==> src/rtl/axil_mem_bridge_pkg.sv <==
// Shared types and constants for the AXI4-Lite to memory-port bridge.
package axil_mem_bridge_pkg;

  typedef enum logic [2:0] {
    IDLE,
    WR,
    BRESP,
    RD,
    RWAIT,
    RRESP
  } state_t;

  localparam logic [1:0] RESP_OKAY   = 2'b00;
  localparam logic [1:0] RESP_SLVERR = 2'b10;

endpackage

==> src/rtl/axil_hold_reg.sv <==
// One-entry holding register; accepts a beat whenever empty and releases it on clear.
module axil_hold_reg #(
  parameter int unsigned G_WIDTH = 32
) (
  input  logic               s_aclk,
  input  logic               s_areset,
  input  logic               in_valid,
  input  logic [G_WIDTH-1:0] in_data,
  input  logic               clear,
  output logic               full,
  output logic [G_WIDTH-1:0] data
);

  always_ff @(posedge s_aclk) begin
    if (s_areset) begin
      full <= 1'b0;
      data <= '0;
    end else if (clear) begin
      full <= 1'b0;
    end else if (in_valid && !full) begin
      full <= 1'b1;
      data <= in_data;
    end
  end

endmodule

==> src/rtl/axil_mem_bridge.sv <==
// AXI4-Lite slave bridging to the RAM register-side memory port, one transaction at a time.
// Optional: define AXIL_MEM_BRIDGE_DECERR_EN to answer out-of-range addresses with SLVERR.
module axil_mem_bridge
  import axil_mem_bridge_pkg::*;
#(
  parameter int unsigned G_AXI_DATAWIDTH = 32,
  parameter int unsigned G_AXI_ADDRWIDTH = 32,
  parameter int unsigned G_ADDRWIDTH     = 10,
  parameter int unsigned G_WSTRB         = G_AXI_DATAWIDTH / 8
) (
  input  logic                       s_aclk,
  input  logic                       s_areset,
  input  logic [G_AXI_ADDRWIDTH-1:0] s_axi_awaddr,
  input  logic                       s_axi_awvalid,
  output logic                       s_axi_awready,
  input  logic [G_AXI_DATAWIDTH-1:0] s_axi_wdata,
  input  logic [G_WSTRB-1:0]         s_axi_wstrb,
  input  logic                       s_axi_wvalid,
  output logic                       s_axi_wready,
  output logic [1:0]                 s_axi_bresp,
  output logic                       s_axi_bvalid,
  input  logic                       s_axi_bready,
  input  logic [G_AXI_ADDRWIDTH-1:0] s_axi_araddr,
  input  logic                       s_axi_arvalid,
  output logic                       s_axi_arready,
  output logic [G_AXI_DATAWIDTH-1:0] s_axi_rdata,
  output logic [1:0]                 s_axi_rresp,
  output logic                       s_axi_rvalid,
  input  logic                       s_axi_rready,
  output logic                       m_rd,
  output logic [G_ADDRWIDTH-1:0]     m_raddr,
  input  logic [G_AXI_DATAWIDTH-1:0] m_rdata,
  input  logic                       m_rvalid,
  output logic                       m_wr,
  output logic [G_ADDRWIDTH-1:0]     m_waddr,
  output logic [G_AXI_DATAWIDTH-1:0] m_wdata,
  output logic [G_WSTRB-1:0]         m_wstrb
);

  localparam int unsigned WHOLD_W = G_AXI_DATAWIDTH + G_WSTRB;

  logic                       aw_full, w_full, ar_full;
  logic [G_AXI_ADDRWIDTH-1:0] aw_addr, ar_addr;
  logic [G_AXI_DATAWIDTH-1:0] w_data;
  logic [G_WSTRB-1:0]         w_strb;
  logic                       wr_clr, rd_clr;
  logic                       aw_err, ar_err;

  state_t                     state_q, state_d;
  logic                       wr_prio_q, wr_prio_d;
  logic                       m_wr_d, m_rd_d;
  logic [G_ADDRWIDTH-1:0]     m_waddr_d, m_raddr_d;
  logic [G_AXI_DATAWIDTH-1:0] m_wdata_d, rdata_d;
  logic [G_WSTRB-1:0]         m_wstrb_d;
  logic                       bvalid_d, rvalid_d;
  logic [1:0]                 bresp_d, rresp_d;
  logic                       wr_pend, rd_pend, grant_wr;

  axil_hold_reg #(.G_WIDTH(G_AXI_ADDRWIDTH)) u_aw_hold (
    .s_aclk(s_aclk), .s_areset(s_areset), .in_valid(s_axi_awvalid), .in_data(s_axi_awaddr),
    .clear(wr_clr), .full(aw_full), .data(aw_addr)
  );

  axil_hold_reg #(.G_WIDTH(WHOLD_W)) u_w_hold (
    .s_aclk(s_aclk), .s_areset(s_areset), .in_valid(s_axi_wvalid), .in_data({s_axi_wstrb, s_axi_wdata}),
    .clear(wr_clr), .full(w_full), .data({w_strb, w_data})
  );

  axil_hold_reg #(.G_WIDTH(G_AXI_ADDRWIDTH)) u_ar_hold (
    .s_aclk(s_aclk), .s_areset(s_areset), .in_valid(s_axi_arvalid), .in_data(s_axi_araddr),
    .clear(rd_clr), .full(ar_full), .data(ar_addr)
  );

  assign s_axi_awready = ~aw_full;
  assign s_axi_wready  = ~w_full;
  assign s_axi_arready = ~ar_full;

`ifdef AXIL_MEM_BRIDGE_DECERR_EN
  assign aw_err = |aw_addr[G_AXI_ADDRWIDTH-1:G_ADDRWIDTH];
  assign ar_err = |ar_addr[G_AXI_ADDRWIDTH-1:G_ADDRWIDTH];
`else
  // Upper address bits alias away silently in this build.
  logic addr_hi_unused;
  assign addr_hi_unused = ^{aw_addr[G_AXI_ADDRWIDTH-1:G_ADDRWIDTH], ar_addr[G_AXI_ADDRWIDTH-1:G_ADDRWIDTH]};
  assign aw_err = 1'b0;
  assign ar_err = 1'b0;
`endif

  assign wr_pend  = aw_full && w_full;
  assign rd_pend  = ar_full;
  assign grant_wr = wr_pend && (!rd_pend || wr_prio_q);

  // Next state, hold release and next values of every registered output.
  always_comb begin
    state_d   = state_q;
    wr_prio_d = wr_prio_q;
    wr_clr    = 1'b0;
    rd_clr    = 1'b0;
    m_wr_d    = 1'b0;
    m_rd_d    = 1'b0;
    m_waddr_d = m_waddr;
    m_wdata_d = m_wdata;
    m_wstrb_d = m_wstrb;
    m_raddr_d = m_raddr;
    bvalid_d  = s_axi_bvalid;
    bresp_d   = s_axi_bresp;
    rvalid_d  = s_axi_rvalid;
    rresp_d   = s_axi_rresp;
    rdata_d   = s_axi_rdata;
    case (state_q)
      IDLE: begin
        if (wr_pend && rd_pend) wr_prio_d = ~grant_wr;
        if (grant_wr) begin
          if (aw_err) begin
            wr_clr   = 1'b1;
            bvalid_d = 1'b1;
            bresp_d  = RESP_SLVERR;
            state_d  = BRESP;
          end else begin
            m_wr_d    = 1'b1;
            m_waddr_d = aw_addr[G_ADDRWIDTH-1:0];
            m_wdata_d = w_data;
            m_wstrb_d = w_strb;
            state_d   = WR;
          end
        end else if (rd_pend) begin
          if (ar_err) begin
            rd_clr   = 1'b1;
            rvalid_d = 1'b1;
            rresp_d  = RESP_SLVERR;
            rdata_d  = '0;
            state_d  = RRESP;
          end else begin
            m_rd_d    = 1'b1;
            m_raddr_d = ar_addr[G_ADDRWIDTH-1:0];
            state_d   = RD;
          end
        end
      end
      WR: begin
        wr_clr   = 1'b1;
        bvalid_d = 1'b1;
        bresp_d  = RESP_OKAY;
        state_d  = BRESP;
      end
      BRESP: begin
        if (s_axi_bready) begin
          bvalid_d = 1'b0;
          state_d  = IDLE;
        end
      end
      RD: begin
        rd_clr  = 1'b1;
        state_d = RWAIT;
      end
      RWAIT: begin
        if (m_rvalid) begin
          rdata_d  = m_rdata;
          rvalid_d = 1'b1;
          rresp_d  = RESP_OKAY;
          state_d  = RRESP;
        end
      end
      RRESP: begin
        if (s_axi_rready) begin
          rvalid_d = 1'b0;
          state_d  = IDLE;
        end
      end
      default: state_d = IDLE;
    endcase
  end

  always_ff @(posedge s_aclk) begin
    if (s_areset) begin
      state_q      <= IDLE;
      wr_prio_q    <= 1'b1;
      m_wr         <= 1'b0;
      m_rd         <= 1'b0;
      m_waddr      <= '0;
      m_wdata      <= '0;
      m_wstrb      <= '0;
      m_raddr      <= '0;
      s_axi_bvalid <= 1'b0;
      s_axi_bresp  <= RESP_OKAY;
      s_axi_rvalid <= 1'b0;
      s_axi_rresp  <= RESP_OKAY;
      s_axi_rdata  <= '0;
    end else begin
      state_q      <= state_d;
      wr_prio_q    <= wr_prio_d;
      m_wr         <= m_wr_d;
      m_rd         <= m_rd_d;
      m_waddr      <= m_waddr_d;
      m_wdata      <= m_wdata_d;
      m_wstrb      <= m_wstrb_d;
      m_raddr      <= m_raddr_d;
      s_axi_bvalid <= bvalid_d;
      s_axi_bresp  <= bresp_d;
      s_axi_rvalid <= rvalid_d;
      s_axi_rresp  <= rresp_d;
      s_axi_rdata  <= rdata_d;
    end
  end

endmodule

==> config.mk <==
export PLATFORM = sky130hd
export DESIGN_NAME = axil_mem_bridge
export DESIGN_NICKNAME = d
export VERILOG_FILES = /design/src/rtl/axil_mem_bridge_pkg.sv /design/src/rtl/axil_hold_reg.sv /design/src/rtl/axil_mem_bridge.sv
export SDC_FILE = /design/constraint.sdc
export NUM_CORES = 1
export LEC_CHECK = 0
export ABC_CLOCK_PERIOD_IN_PS = 1600
export BUFFER_PORTS_ARGS = -buffer_cell sky130_fd_sc_hd__buf_2
export CAP_MARGIN = 30
export CORE_UTILIZATION = 35
export CTS_CLUSTER_SIZE = 14
export DETAILED_ROUTE_END_ITERATION = 6
export PLACE_DENSITY_LB_ADDON = 0.3
export SYNTH_ARGS = -nofsm -noshare
export SYNTH_HDL_FRONTEND = slang
export SYNTH_HIERARCHICAL = 1
export SYNTH_SLANG_ARGS = --single-unit
==> constraint.sdc <==
create_clock -name s_aclk -period 1.6 [get_ports s_aclk]
set_input_delay 0.32 -clock s_aclk [delete_from_list [all_inputs] [get_ports s_aclk]]
set_output_delay 0.32 -clock s_aclk [all_outputs]
set_load 0.02 [all_outputs]
[Word-level counts from Yosys, hierarchy flattened]
Cells that the tools add are included.
Word-level totals
  register bits after elaboration: 155
  output and inout bits: 99
Operators by class
  reductions and logical operators: 27
  equal/unequal tests: 9
  bitwise operators: 7
  multiplexer cells: 15
Operator list (count)
  $pmux 3 s6: 1
  $mux 3: 5
  $reduce_and 2->1: 7
  $mux 1: 7
  $not 1->1: 7
  $eq 3x2->1 const B: 2
  $eq 3x3->1 const B: 2
  $logic_and 1x1->1: 6
  $ne 2x2->1 const B: 3
  $reduce_and 3->1: 2
  $reduce_or 2->1: 3
  $pmux 1 s2: 2
  $reduce_and 4->1: 1
  $reduce_bool 2->1: 2
  $eq 3x1->1 const B: 1
  $logic_not 1->1: 3
  $logic_not 3->1: 1
  $ne 3x2->1 const B: 1
  $reduce_or 3->1: 1
  $logic_or 1x1->1: 1

[Depth between registers and ports, before layout]
  depth after elaboration: 5
  gate-level depth with buffers: 8
  depth with buffers taken out: 5

[Hierarchy]
The synthesis kept the hierarchy.
Modules (own cells, without submodules)
  axil_mem_bridge: times used 1, area an instance 3988.8 um^2, cells an instance 463
  axil_hold_reg (u_ar_hold ...): times used 2, area an instance 1501.4 um^2, cells an instance 143
  axil_hold_reg (u_w_hold): times used 1, area an instance 1675.4 um^2, cells an instance 160

[Least setup slack after synthesis]
OpenSTA, ideal clock, no wires.
  kind: flip-flop to flip-flop
  from: reg state_q[0]
  to: reg u_w_hold.data[0]
  data required time: 1.482 ns
  path slack: -0.114 ns
  data arrival time: 1.596 ns
  library setup time: 0.118 ns
  cell stages (with the launch flop): 7
  path through: dfxtp_1 > clkbuf_1 > nor3b_1 > nor3b_2 > buf_6 > buf_12 > mux2i_1
Between the ends
  word-level cells in the longest chain between the ends: 4
RTL lines
  from (decl): RTL line axil_mem_bridge.sv:49  | state_t state_q, state_d;
  from (signal assigned): RTL line axil_mem_bridge.sv:190  | state_q <= state_d;
  $eq 3x1->1: RTL line axil_mem_bridge.sv:110  | case (state_q)
  $mux 1
  via wr_clr: RTL line axil_mem_bridge.sv:46  | logic wr_clr, rd_clr;
  $not 1->1 (no line)
  $reduce_and 2->1 (no line)
  to (signal assigned): RTL line axil_hold_reg.sv:22  | data <= in_data;
  to (decl): RTL line axil_hold_reg.sv:11  | output logic [G_WIDTH-1:0] data
The timed path passes the listed nets, and every way through them passes these cells.
A chain may end at the register's enable or synchronous reset.

[Final worst setup path]
  from: reg state_q[0]
  to: reg m_raddr[5]
Between the ends
  word-level cells in the longest chain between the ends: 2
RTL lines
  $logic_not 3->1: RTL line axil_mem_bridge.sv:110
  $reduce_and 3->1 (no line)
  to (signal assigned): RTL line axil_mem_bridge.sv:197  | m_raddr <= m_raddr_d;
  to (decl): RTL line axil_mem_bridge.sv:31  | output logic [G_ADDRWIDTH-1:0] m_raddr,
No other way between the ends.

==> out/results.txt <==
status - complete, but fails checks
failing checks - setup timing
area taken by multi-input logic gates - 3200 sq um
Final WS setup - -0.0217 ns
unrepaired setup endpoints after global routing - yes
Finished Cell Area - 8640 sq um
CP Capture Type - flip-flop
GRT Total Usage - 17.7%
Final Hold Fails - 0
crit path max fanout - 5
setup violators final - 5
share of cells above drive strength 1 - 30.8%
die area - 19800 sq um
period utilization - 101%
Final Max Tran Viols - 0
Setup Skew - 0.00495 ns
htree depth - 4
antenna-violating nets left - 0
Max VDD drop - 0.860 mV
Vias - 5613
RePlAce Congestion - 0.738
Die Wd - 141 um
Area Growth Syn to Fin - 28.1%
WP data arrival - 1.97 ns
CTS tree - done
Setup WS pre-CTS - -0.0704 ns
R2R Path End - m_raddr[5]$_SDFFE_PP0P_
Pwr Density - 1180 nW/um^2
IO buf count - 190
Syn Inst Count - 729
CTS Sinks - 155
Hold WC Path Type - in -> reg
CTS max path bufs - 2
mean number of vias per cell - 4.86
CP Class - reg -> reg
routed length per instance - 14.9 um
number of nets in the layout - 1023
vias in the first global route - 5388
Reg clk slew, reported paths - 0.06 ns
Min-Delay Path Depth - 3
Synth warnings - 6
n_diodes - 0
placed wire-length estimate - 10800 um
Worst Hold Path EP - s_axi_rdata[9]$_SDFFE_PP0P_
final core occ - 45.9%
FILL cells - 1828
FF-to-FF Start - state_q[0]$_SDFFE_PP0P_
Initial Utilization - 35.8%
FF+latch area - 3110 sq um
GRT overflow - 0
syn_area_per_cell - 9.26 sq um
Final min period - 1.62 ns
final WL - 17100 um
DR DRC count - 0
hold_ws - 0.137 ns
Final TNS setup - -0.0633 ns
Worst R2R Setup Slack - -0.02 ns
initial antenna violation count - 1
Hold Crit Start - m_rdata[9]
CP Launch Type - flip-flop
Placement Rows - 50
placed inst area - 7900 sq um
Critical Path Source - state_q[0]$_SDFFE_PP0P_
Die H - 141 um
Tightest Pin Transition - 0.690 ns
Pleak - 3.52 nW
I/O pins - 239
Slew headroom - 54.0%
total clock buffers created by CTS - 17
CTS root buffer - clkbuf_16
Reg2Reg Depth - 5
CP required - 1.94 ns
core area - 18800 sq um
Initial DRC Count - 246
mapped cell area - 6750 sq um
pin count of the biggest net entering global routing - 87
global-route wire length before repair - 27800 um
later-pin clock latency in the skew report - 0.41 ns
fmax - 617 MHz
Pre-antenna DRT Iters - 4
MaxCap Viol Count - 0
flip-flops by register name (all words and copies together), names as in the netlist:
signal and cells:
m_raddr 10, m_rd 1, m_waddr 10, m_wdata 32, m_wr 1, m_wstrb 4, s_axi_bvalid 1, s_axi_rdata 32
s_axi_rvalid 1, state_q 3, u_ar_hold/data 10, u_ar_hold/full 1, u_aw_hold/data 10, u_aw_hold/full 1, u_w_hold/data 36, u_w_hold/full 1
wr_prio_q 1
power breakdown:
part	internal, mW	switching [mW]
logic	0.708	1.00
clock network	2.73	1.56
registers	4.07	0.120
total	7.51	2.68
per-stage QoR:
step | power [mW] | std cells
2_1_floorplan | 5.45 | 732
3_3_place_gp | 5.91 | 1121
3_5_place_dp | 5.92 | 1121
4_1_cts | 10.3 | 1151
5_1_grt | 10.6 | 1154
6_report | 10.2 | 1154
worst max-delay path by stage:
stage,end,slack [ns]
CTS,m_raddr[7]$_SDFFE_PP0P_,-0.002
floorplan,u_w_hold/data[0]$_SDFFE_PP0P_,0.04
finish,m_raddr[5]$_SDFFE_PP0P_,-0.02
global placement,u_ar_hold/data[5]$_SDFFE_PP0P_,-0.04
detailed placement,u_ar_hold/data[8]$_SDFFE_PP0P_,-0.07
global route,m_raddr[7]$_SDFFE_PP0P_,-0.09
cell type report:
| type | count | area share [%] |
|---|---|---|
| flip-flops and latches | 155 | 35.9 |
| inverters | 5 | 0.217 |
| clock inverters | 6 | 1.24 |
| clock buffers | 24 | 6.04 |
| repair buffers | 220 | 15.8 |
| multi-input cells | 484 | 37.0 |
| well taps | 260 | 3.76 |
critical path, stage by stage (launching register included):
cell	delay [ns]
dfxtp_2	0.33
buf_6	0.12
or3_4	0.41
a211oi_4	0.30
clkbuf_16	0.22
mux2i_1	0.17
cell usage in the layout (no fill, tap or decap), types with 5 or more instances in the layout:
cell and instances:
dfxtp_1 153, buf_12 12, nand4_1 47, nand2_1 67
nor2_1 5, buf_2 188, o31ai_1 37, a21oi_1 82
inv_1 5, clkbuf_8 7, nand2b_1 133, clkbuf_16 18
o31ai_2 9, mux2i_1 66, buf_4 15
routing by layer:
layer	global-route usage (%)	up-vias	share of wire, %
met5	0	-	0.076
met4	5.43	2	1.2
met3	5.77	16	7.2
met2	28.9	169	46
met1	22.2	2623	46
li1	-	2803	-
repair_timing:
item	4_1_cts	5_1_grt
gates resized for setup	3	16
pin swaps	0	3
gates cloned	0	1
buffers inserted	0	2
setup endpoints to repair	14	45
hold endpoints to repair	0	0
hold buffers	0	0
No activity file was read; power rests on OpenSTA's default activity.
